## src/rtl/bus_pkg.sv

```systemverilog
// Shared definitions for the two-master/two-slave bus: response codes,
// slave responder states and master id constants.
package bus_pkg;

  // Response codes driven on the response bus
  localparam logic [1:0] RESP_OKAY  = 2'b00;
  localparam logic [1:0] RESP_ERROR = 2'b01;
  localparam logic [1:0] RESP_RETRY = 2'b10;
  localparam logic [1:0] RESP_SPLIT = 2'b11;

  // Master ids as carried by the grant
  localparam logic M1 = 1'b0;
  localparam logic M2 = 1'b1;

  // Slave responder states
  typedef enum logic [3:0] {
    S_IDLE       = 4'd0,
    S_WAIT       = 4'd1,
    S_ACCESS     = 4'd2,
    S_ERR1       = 4'd3,
    S_ERR2       = 4'd4,
    S_SPL1       = 4'd5,
    S_SPL2       = 4'd6,
    S_SPLIT_HOLD = 4'd7,
    S_RTY1       = 4'd8,
    S_RTY2       = 4'd9
  } state_e;

endpackage

```

## src/rtl/slave_mem.sv

```systemverilog
// Small register-file memory: synchronous write, combinational read,
// asynchronous clear. Out-of-range addresses never write and read as 0.
module slave_mem #(
  parameter int ADDR_W    = 4,
  parameter int DATA_W    = 8,
  parameter int MEM_DEPTH = 12
) (
  input  logic              clk,
  input  logic              rst,
  input  logic              we,
  input  logic [ADDR_W-1:0] addr,
  input  logic [DATA_W-1:0] wdata,
  output logic [DATA_W-1:0] rdata
);

  logic [DATA_W-1:0] mem [MEM_DEPTH];
  logic              in_range;

  assign in_range = (int'(addr) < MEM_DEPTH);

  // Register array: cleared on reset, written on the clock edge
  always_ff @(posedge clk or posedge rst) begin
    if (rst) begin
      for (int i = 0; i < MEM_DEPTH; i++) mem[i] <= '0;
    end else if (we && in_range) begin
      mem[addr] <= wdata;
    end
  end

  // Combinational read port
  always_comb begin
    rdata = '0;
    if (in_range) rdata = mem[addr];
  end

endmodule

```

## src/rtl/bus_slave_responder.sv

```systemverilog
// Slave-side responder: decodes a selected transfer, inserts wait states,
// produces two-cycle ERROR/SPLIT/RETRY responses and tracks a pending split.
//
// Handshake: a request is taken when sel=1 is sampled while the FSM is in
// IDLE; addr/wdata/read_write are captured on that edge. The transfer is
// complete in the cycle where ready=1 is shown with its final response;
// ready=0 means the slave is still working and the master must hold off.
module bus_slave_responder
  import bus_pkg::*;
#(
  parameter int ADDR_W      = 4,
  parameter int DATA_W      = 8,
  parameter int MEM_DEPTH   = 12,
  parameter int WAIT_CYCLES = 2
) (
  input  logic              clk,
  input  logic              rst,
  input  logic              sel,
  input  logic              read_write,
  input  logic              master_id,
  input  logic [ADDR_W-1:0] addr,
  input  logic [DATA_W-1:0] wdata,
  input  logic              busy,
  output logic [DATA_W-1:0] rdata,
  output logic              ready,
  output logic [1:0]        response,
  output logic              split,
  output logic              split_mid,
  output logic              split_release,
  output logic [3:0]        state_dbg
);

  localparam logic [2:0] WAIT_LOAD = (WAIT_CYCLES > 0) ? 3'(WAIT_CYCLES - 1) : 3'd0;

  state_e            state;
  logic [2:0]        wait_cnt;
  logic [ADDR_W-1:0] lat_addr;
  logic [DATA_W-1:0] lat_wdata;
  logic              lat_rw;

  logic              in_range;
  logic              go_access;
  logic              acc_rw;
  logic [ADDR_W-1:0] mem_addr;
  logic [DATA_W-1:0] mem_wdata;
  logic [DATA_W-1:0] mem_rdata;
  logic              mem_we;

  assign state_dbg = state;
  assign in_range  = (int'(addr) < MEM_DEPTH);

  // The edge that enters ACCESS performs the write / captures read data.
  // With no wait states that edge is the accept edge itself, so the live
  // bus inputs are used instead of the latched copies.
  always_comb begin
    mem_addr  = lat_addr;
    mem_wdata = lat_wdata;
    acc_rw    = lat_rw;
    go_access = 1'b0;
    if (state == S_IDLE) begin
      mem_addr  = addr;
      mem_wdata = wdata;
      acc_rw    = read_write;
      go_access = sel && in_range && !busy && (WAIT_CYCLES == 0);
    end else if (state == S_WAIT) begin
      go_access = (wait_cnt == 3'd0);
    end
  end

  assign mem_we = go_access && acc_rw;

  slave_mem #(
    .ADDR_W    (ADDR_W),
    .DATA_W    (DATA_W),
    .MEM_DEPTH (MEM_DEPTH)
  ) u_mem (
    .clk   (clk),
    .rst   (rst),
    .we    (mem_we),
    .addr  (mem_addr),
    .wdata (mem_wdata),
    .rdata (mem_rdata)
  );

  // Responder FSM with registered outputs, wait counter and split tracking
  always_ff @(posedge clk or posedge rst) begin
    if (rst) begin
      state         <= S_IDLE;
      ready         <= 1'b1;
      response      <= RESP_OKAY;
      split         <= 1'b0;
      split_mid     <= M1;
      split_release <= 1'b0;
      rdata         <= '0;
      wait_cnt      <= 3'd0;
      lat_addr      <= '0;
      lat_wdata     <= '0;
      lat_rw        <= 1'b0;
    end else begin
      split_release <= 1'b0;
      case (state)
        S_IDLE: begin
          ready    <= 1'b1;
          response <= RESP_OKAY;
          if (sel) begin
            lat_addr  <= addr;
            lat_wdata <= wdata;
            lat_rw    <= read_write;
            if (!in_range) begin
              state    <= S_ERR1;
              ready    <= 1'b0;
              response <= RESP_ERROR;
            end else if (busy) begin
              state     <= S_SPL1;
              split_mid <= master_id;
              ready     <= 1'b0;
              response  <= RESP_SPLIT;
            end else if (WAIT_CYCLES > 0) begin
              state    <= S_WAIT;
              wait_cnt <= WAIT_LOAD;
              ready    <= 1'b0;
            end else begin
              state <= S_ACCESS;
              if (!acc_rw) rdata <= mem_rdata;
            end
          end
        end
        S_WAIT: begin
          if (wait_cnt == 3'd0) begin
            state <= S_ACCESS;
            ready <= 1'b1;
            if (!acc_rw) rdata <= mem_rdata;
          end else begin
            wait_cnt <= wait_cnt - 3'd1;
          end
        end
        S_ACCESS: begin
          state    <= S_IDLE;
          ready    <= 1'b1;
          response <= RESP_OKAY;
        end
        S_ERR1: begin
          state    <= S_ERR2;
          ready    <= 1'b1;
          response <= RESP_ERROR;
        end
        S_ERR2: begin
          state    <= S_IDLE;
          ready    <= 1'b1;
          response <= RESP_OKAY;
        end
        S_SPL1: begin
          state    <= S_SPL2;
          ready    <= 1'b1;
          response <= RESP_SPLIT;
        end
        S_SPL2: begin
          state    <= S_SPLIT_HOLD;
          ready    <= 1'b1;
          response <= RESP_OKAY;
          split    <= 1'b1;
        end
        S_SPLIT_HOLD: begin
          // Backend freeing up takes priority over a new request
          if (!busy) begin
            state         <= S_IDLE;
            split         <= 1'b0;
            split_release <= 1'b1;
            ready         <= 1'b1;
            response      <= RESP_OKAY;
          end else if (sel) begin
            state    <= S_RTY1;
            ready    <= 1'b0;
            response <= RESP_RETRY;
          end
        end
        S_RTY1: begin
          state    <= S_RTY2;
          ready    <= 1'b1;
          response <= RESP_RETRY;
        end
        S_RTY2: begin
          state    <= S_SPLIT_HOLD;
          ready    <= 1'b1;
          response <= RESP_OKAY;
        end
        default: begin
          state    <= S_IDLE;
          ready    <= 1'b1;
          response <= RESP_OKAY;
        end
      endcase
    end
  end

endmodule
```

## config.mk

```make
export PLATFORM = sky130hd
export DESIGN_NAME = bus_slave_responder
export DESIGN_NICKNAME = d
export VERILOG_FILES = /design/src/rtl/bus_pkg.sv /design/src/rtl/slave_mem.sv /design/src/rtl/bus_slave_responder.sv
export SDC_FILE = /design/constraint.sdc
export NUM_CORES = 1
export LEC_CHECK = 0
export ABC_AREA = 1
export CORE_MARGIN = 2
export CORE_UTILIZATION = 35
export CTS_CLUSTER_SIZE = 30
export DETAILED_ROUTE_END_ITERATION = 7
export PLACE_DENSITY = 0.63
export SYNTH_ARGS = -nofsm -noshare
export SYNTH_HDL_FRONTEND = slang
export SYNTH_SLANG_ARGS = --single-unit
```

## constraint.sdc

```tcl
create_clock -name clk -period 4.56 [get_ports clk]
set_input_delay 0.684 -clock clk [delete_from_list [all_inputs] [get_ports clk]]
set_output_delay 0.684 -clock clk [all_outputs]
set_load 0.01 [all_outputs]
```

==> impl_results.html <==
<table>
<tr><th>Metric</th><th>Value</th></tr>
<tr><th colspan="2">Hold path</th></tr>
<tr><td>End point of the most critical hold path</td><td>lat_addr[3]</td></tr>
<tr><td>Hold path start</td><td>lat_addr[3]</td></tr>
<tr><td>Class of the tightest hold or removal check</td><td>flip-flop to flip-flop</td></tr>
<tr><td>Number of stages on the worst hold path</td><td>2</td></tr>
<tr><th colspan="2">Timing</th></tr>
<tr><td>Unrepaired setup endpoints after global routing</td><td>no</td></tr>
<tr><td>Highest clock frequency the design can meet</td><td>0.3286 GHz</td></tr>
<tr><td>Worst Slack Setup Final</td><td>1.517 ns</td></tr>
<tr><td>Final hold violations</td><td>0</td></tr>
<tr><td>Count of final setup violators</td><td>0</td></tr>
<tr><td>Number of max-slew violations in the final report</td><td>0</td></tr>
<tr><td>Post-route minimum period</td><td>3.043 ns</td></tr>
<tr><td>Transition time at the pin with the least slew margin</td><td>1.228 ns</td></tr>
<tr><td>Setup TNS</td><td>0 ns</td></tr>
<tr><td>Part of the cycle the worst path needs</td><td>66.74%</td></tr>
<tr><td>Final setup skew</td><td>0.009271 ns</td></tr>
<tr><td>Max transition margin</td><td>18.14%</td></tr>
<tr><th colspan="2">Floorplan</th></tr>
<tr><td>Starting utilization of the core area</td><td>35.88%</td></tr>
<tr><td>Ports</td><td>36</td></tr>
<tr><td>CORE AREA</td><td>19530 sq um</td></tr>
<tr><td>Height of the die</td><td>145.5 um</td></tr>
<tr><td>Std cell rows</td><td>51</td></tr>
<tr><td>Die area</td><td>21160 sq um</td></tr>
<tr><td>Die Width</td><td>145.5 um</td></tr>
<tr><th colspan="2">Clock tree</th></tr>
<tr><td>TritonCTS clock tree</td><td>yes</td></tr>
<tr><td>Clock latency on the worst-skew pair</td><td>0.42 ns</td></tr>
<tr><td>Number of buffers added by the clock tree synthesis step</td><td>17</td></tr>
<tr><td>Clock-pin slew on the worst setup and hold paths</td><td>0.06 ns</td></tr>
<tr><td>Buffer levels on the longest clock path</td><td>2</td></tr>
<tr><td>Buffer type at the clock tree root</td><td>sky130_fd_sc_hd__clkbuf_16</td></tr>
<tr><td>Depth of the CTS H-tree</td><td>4</td></tr>
<tr><td>Number of clock sinks seen by CTS</td><td>130</td></tr>
<tr><td>Hold bufs inserted after CTS</td><td>0</td></tr>
<tr><td>Post-cts gate resize count</td><td>0</td></tr>
<tr><td>Buffers inserted during post-CTS setup optimization</td><td>0</td></tr>
<tr><th colspan="2">Placement</th></tr>
<tr><td>Pre-CTS worst setup slack</td><td>1.523 ns</td></tr>
<tr><td>Final HPWL DP</td><td>11000 um</td></tr>
<tr><td>Post-place instance area</td><td>7505 sq um</td></tr>
<tr><td>Number of buffers inserted by port buffering</td><td>35</td></tr>
<tr><td>RD Place Congestion</td><td>0.8932</td></tr>
<tr><th colspan="2">Detailed routing</th></tr>
<tr><td>Number of DRC markers after the initial detailed-route iteration</td><td>505</td></tr>
<tr><td># DRC</td><td>0</td></tr>
<tr><td>Post-route ant nets</td><td>0</td></tr>
<tr><td>Total detailed-routing wirelength</td><td>17290 um</td></tr>
<tr><td>First-pass DRT Iterations</td><td>6</td></tr>
<tr><td>Ratio of routed vias to standard cells</td><td>4.780</td></tr>
<tr><td>DR vias</td><td>5626</td></tr>
<tr><td>Post-DR wirelength/cell</td><td>14.69 um</td></tr>
<tr><th colspan="2">Pwr</th></tr>
<tr><td>Pwr/cell area</td><td>771.8 nW/um^2</td></tr>
<tr><td>Static Leakage</td><td>4.010 nW</td></tr>
<tr><td>Peak supply drop</td><td>0.4664 mV</td></tr>
<tr><td>Tot Pwr</td><td>6.252 mW</td></tr>
<tr><th colspan="2">Setup path</th></tr>
<tr><td>Worst reg2reg endpoint</td><td>u_mem.mem[68]</td></tr>
<tr><td>Required time worst endpoint</td><td>4.81 ns</td></tr>
<tr><td>Kind of launch point of the worst setup path</td><td>flip-flop</td></tr>
<tr><td>R2r startpoint</td><td>state_dbg[1]</td></tr>
<tr><td>Type of the worst setup path</td><td>flip-flop to flip-flop</td></tr>
<tr><td>Worst Reg-to-Reg Cells</td><td>8</td></tr>
<tr><td>Data arrival time of the worst path</td><td>3.30 ns</td></tr>
<tr><td>R2r setup slk</td><td>1.52 ns</td></tr>
<tr><td>Largest fanout on the critical path</td><td>29</td></tr>
<tr><td>Critical Path End Type</td><td>flip-flop</td></tr>
<tr><th colspan="2">Logic synthesis</th></tr>
<tr><td>Post-Synthesis Net Count</td><td>902</td></tr>
<tr><td>Mapped Area</td><td>7005 sq um</td></tr>
<tr><td>Cell types occupying the most area after synthesis</td><td>sky130_fd_sc_hd__dfrtp_1, sky130_fd_sc_hd__nand2_1, sky130_fd_sc_hd__o21ai_2, sky130_fd_sc_hd__nand3_1, sky130_fd_sc_hd__inv_1</td></tr>
<tr><td>Leading cell types by count after synthesis</td><td>sky130_fd_sc_hd__nand2_1, sky130_fd_sc_hd__dfrtp_1, sky130_fd_sc_hd__inv_1</td></tr>
<tr><td>Library cell with the highest instance count after synthesis</td><td>sky130_fd_sc_hd__nand2_1</td></tr>
<tr><td>Synthesis-stage register bit count</td><td>130</td></tr>
<tr><td>Fraction of registers with async set/reset</td><td>100.0%</td></tr>
<tr><td>Dominant register cell in the synthesized netlist</td><td>sky130_fd_sc_hd__dfrtp_1</td></tr>
<tr><td>Top cell type's share of synthesized area</td><td>46.08%</td></tr>
<tr><td>Number of distinct library cells after synthesis</td><td>33</td></tr>
<tr><td>Average cell area after synthesis</td><td>7.943 sq um</td></tr>
<tr><td>Yosys warnings</td><td>0</td></tr>
<tr><td>Gate Count Post-Synth</td><td>882</td></tr>
<tr><td>Number of synthesized flops with an enable pin</td><td>0</td></tr>
<tr><td>Dominant cell type by area after synthesis</td><td>sky130_fd_sc_hd__dfrtp_1</td></tr>
<tr><td>Sequential-to-total area share from yosys stat</td><td>46.45%</td></tr>
<tr><th colspan="2">Global route</th></tr>
<tr><td>Global-route total usage across every layer</td><td>17.23%</td></tr>
<tr><td>Largest net degree at the start of global routing</td><td>67</td></tr>
<tr><td>Wire length of the first global-routing pass</td><td>28830 um</td></tr>
<tr><td>Vias in the first global route</td><td>5459</td></tr>
<tr><td>Initial antenna violation count</td><td>0</td></tr>
<tr><td>Overflow left after global routing</td><td>0</td></tr>
<tr><th colspan="2">Cells and area</th></tr>
<tr><td>Area added between synthesis and finish</td><td>15.63%</td></tr>
<tr><td>Final non-filler cell area</td><td>8100 sq um</td></tr>
<tr><td>Proportion of layout cells with a drive suffix above 1</td><td>15.57%</td></tr>
<tr><td>Antenna diode instance count</td><td>0</td></tr>
<tr><td>Fin util</td><td>41.48%</td></tr>
<tr><td>Fin nets</td><td>919</td></tr>
<tr><th colspan="2">Run status</th></tr>
<tr><td>Outcome</td><td>finished clean</td></tr>
<tr><th colspan="2">Run</th></tr>
<tr><td>Reported max-cap violation count</td><td>0</td></tr>
</table>
## layer usage
| metal | GRT usage [%] | vias up | part of all wire, % |
|---|---|---|---|
| li1 | - | 2832 | - |
| met3 | 3.480 | 30 | 4.5 |
| met4 | 5.980 | 0 | 2.0 |
| met2 | 26.61 | 136 | 45 |
| met5 | 0 | - | 0 |
| met1 | 24.15 | 2628 | 48 |
## power breakdown
part | leakage [nW] | total, mW | internal [mW] | switching, mW
Clock | 0.294 | 1.38 | 0.885 | 0.499
Sequential | 1.76 | 1.85 | 1.60 | 0.251
Combinational | 1.96 | 3.02 | 0.956 | 2.06
## worst max path at each step
stage | startpoint | to | slack [ns] | cells past startpoint
6_report | state_dbg[1] | u_mem.mem[68] | 1.52 | 8
5_1_grt | state_dbg[0] | u_mem.mem[68] | 1.23 | 8
4_1_cts | state_dbg[1] | u_mem.mem[68] | 1.55 | 8
3_5_place_dp | addr[1] | u_mem.mem[67] | 1.52 | 8
3_3_place_gp | addr[1] | u_mem.mem[70] | 1.54 | 8
2_1_floorplan | rst | lat_addr[0] | 0.41 | 1
## flip-flops by register name (all words and copies together) (netlist names)
register and cells:
u_mem.mem 96, lat_wdata 8, rdata 8, lat_addr 4
state_dbg 4, wait_cnt 3, response 2, lat_rw 1
ready 1, split 1, split_mid 1, split_release 1
## kinds of logic after synthesis
group | share of synthesized area [%]
compound gates | 13.90
simple gates | 29.29
flops | 46.45
buf+inv | 9.716
fa+ha+maj | 0.3571
xor+xnor | 0.1250
mux | 0.1607
## cells in the final DEF (no fill, tap or decap), types with 9 or more instances in the layout
| cell | netlist | final |
|---|---|---|
| sky130_fd_sc_hd__nor2_1 | 21 | 21 |
| sky130_fd_sc_hd__a21oi_1 | 21 | 17 |
| sky130_fd_sc_hd__nand3b_1 | 9 | 9 |
| sky130_fd_sc_hd__nand3_1 | 79 | 79 |
| sky130_fd_sc_hd__nand2_1 | 313 | 313 |
| sky130_fd_sc_hd__buf_4 | 2 | 9 |
| sky130_fd_sc_hd__inv_1 | 97 | 96 |
| sky130_fd_sc_hd__clkdlybuf4s50_1 | 0 | 35 |
| sky130_fd_sc_hd__dfrtp_1 | 129 | 129 |
| sky130_fd_sc_hd__o21ai_0 | 21 | 21 |
| sky130_fd_sc_hd__nand2_4 | 9 | 9 |
| sky130_fd_sc_hd__o21ai_2 | 60 | 60 |
| sky130_fd_sc_hd__o21ai_1 | 37 | 37 |
| sky130_fd_sc_hd__clkbuf_16 | 0 | 17 |
## stage by stage
| step | instances | hold WS [ns] |
|---|---|---|
| after floorplan | 882 | 0.4422 |
| after global placement | 1145 | 0.4568 |
| after detailed placement | 1145 | 0.4594 |
| after CTS | 1177 | 0.4741 |
| after global routing | 1177 | 0.4986 |
| final | 1177 | 0.4737 |
## final cells by class
cell class                      instances  area, sq um
Tap cell                              265        331.6
Sequential cell                       130         3254
Clock buffer                           22        464.2
Clock inverter                         10        131.4
Multi-Input combinational cell        601         3085
Fill cell                            2041        11430
Inverter                              104        395.4
Timing Repair Buffer                   45        437.9
## critical path, cell delays in order (launching register included)
cell,delay (ns)
sky130_fd_sc_hd__dfrtp_1,0.45
sky130_fd_sc_hd__nor2_4,0.19
sky130_fd_sc_hd__nand2_2,0.39
sky130_fd_sc_hd__o21ai_4,0.72
sky130_fd_sc_hd__inv_2,0.39
sky130_fd_sc_hd__nor2_4,0.32
sky130_fd_sc_hd__nand3_4,0.21
sky130_fd_sc_hd__nand2_1,0.11
sky130_fd_sc_hd__o21ai_1,0.07
(Power assumes the default switching activity.)
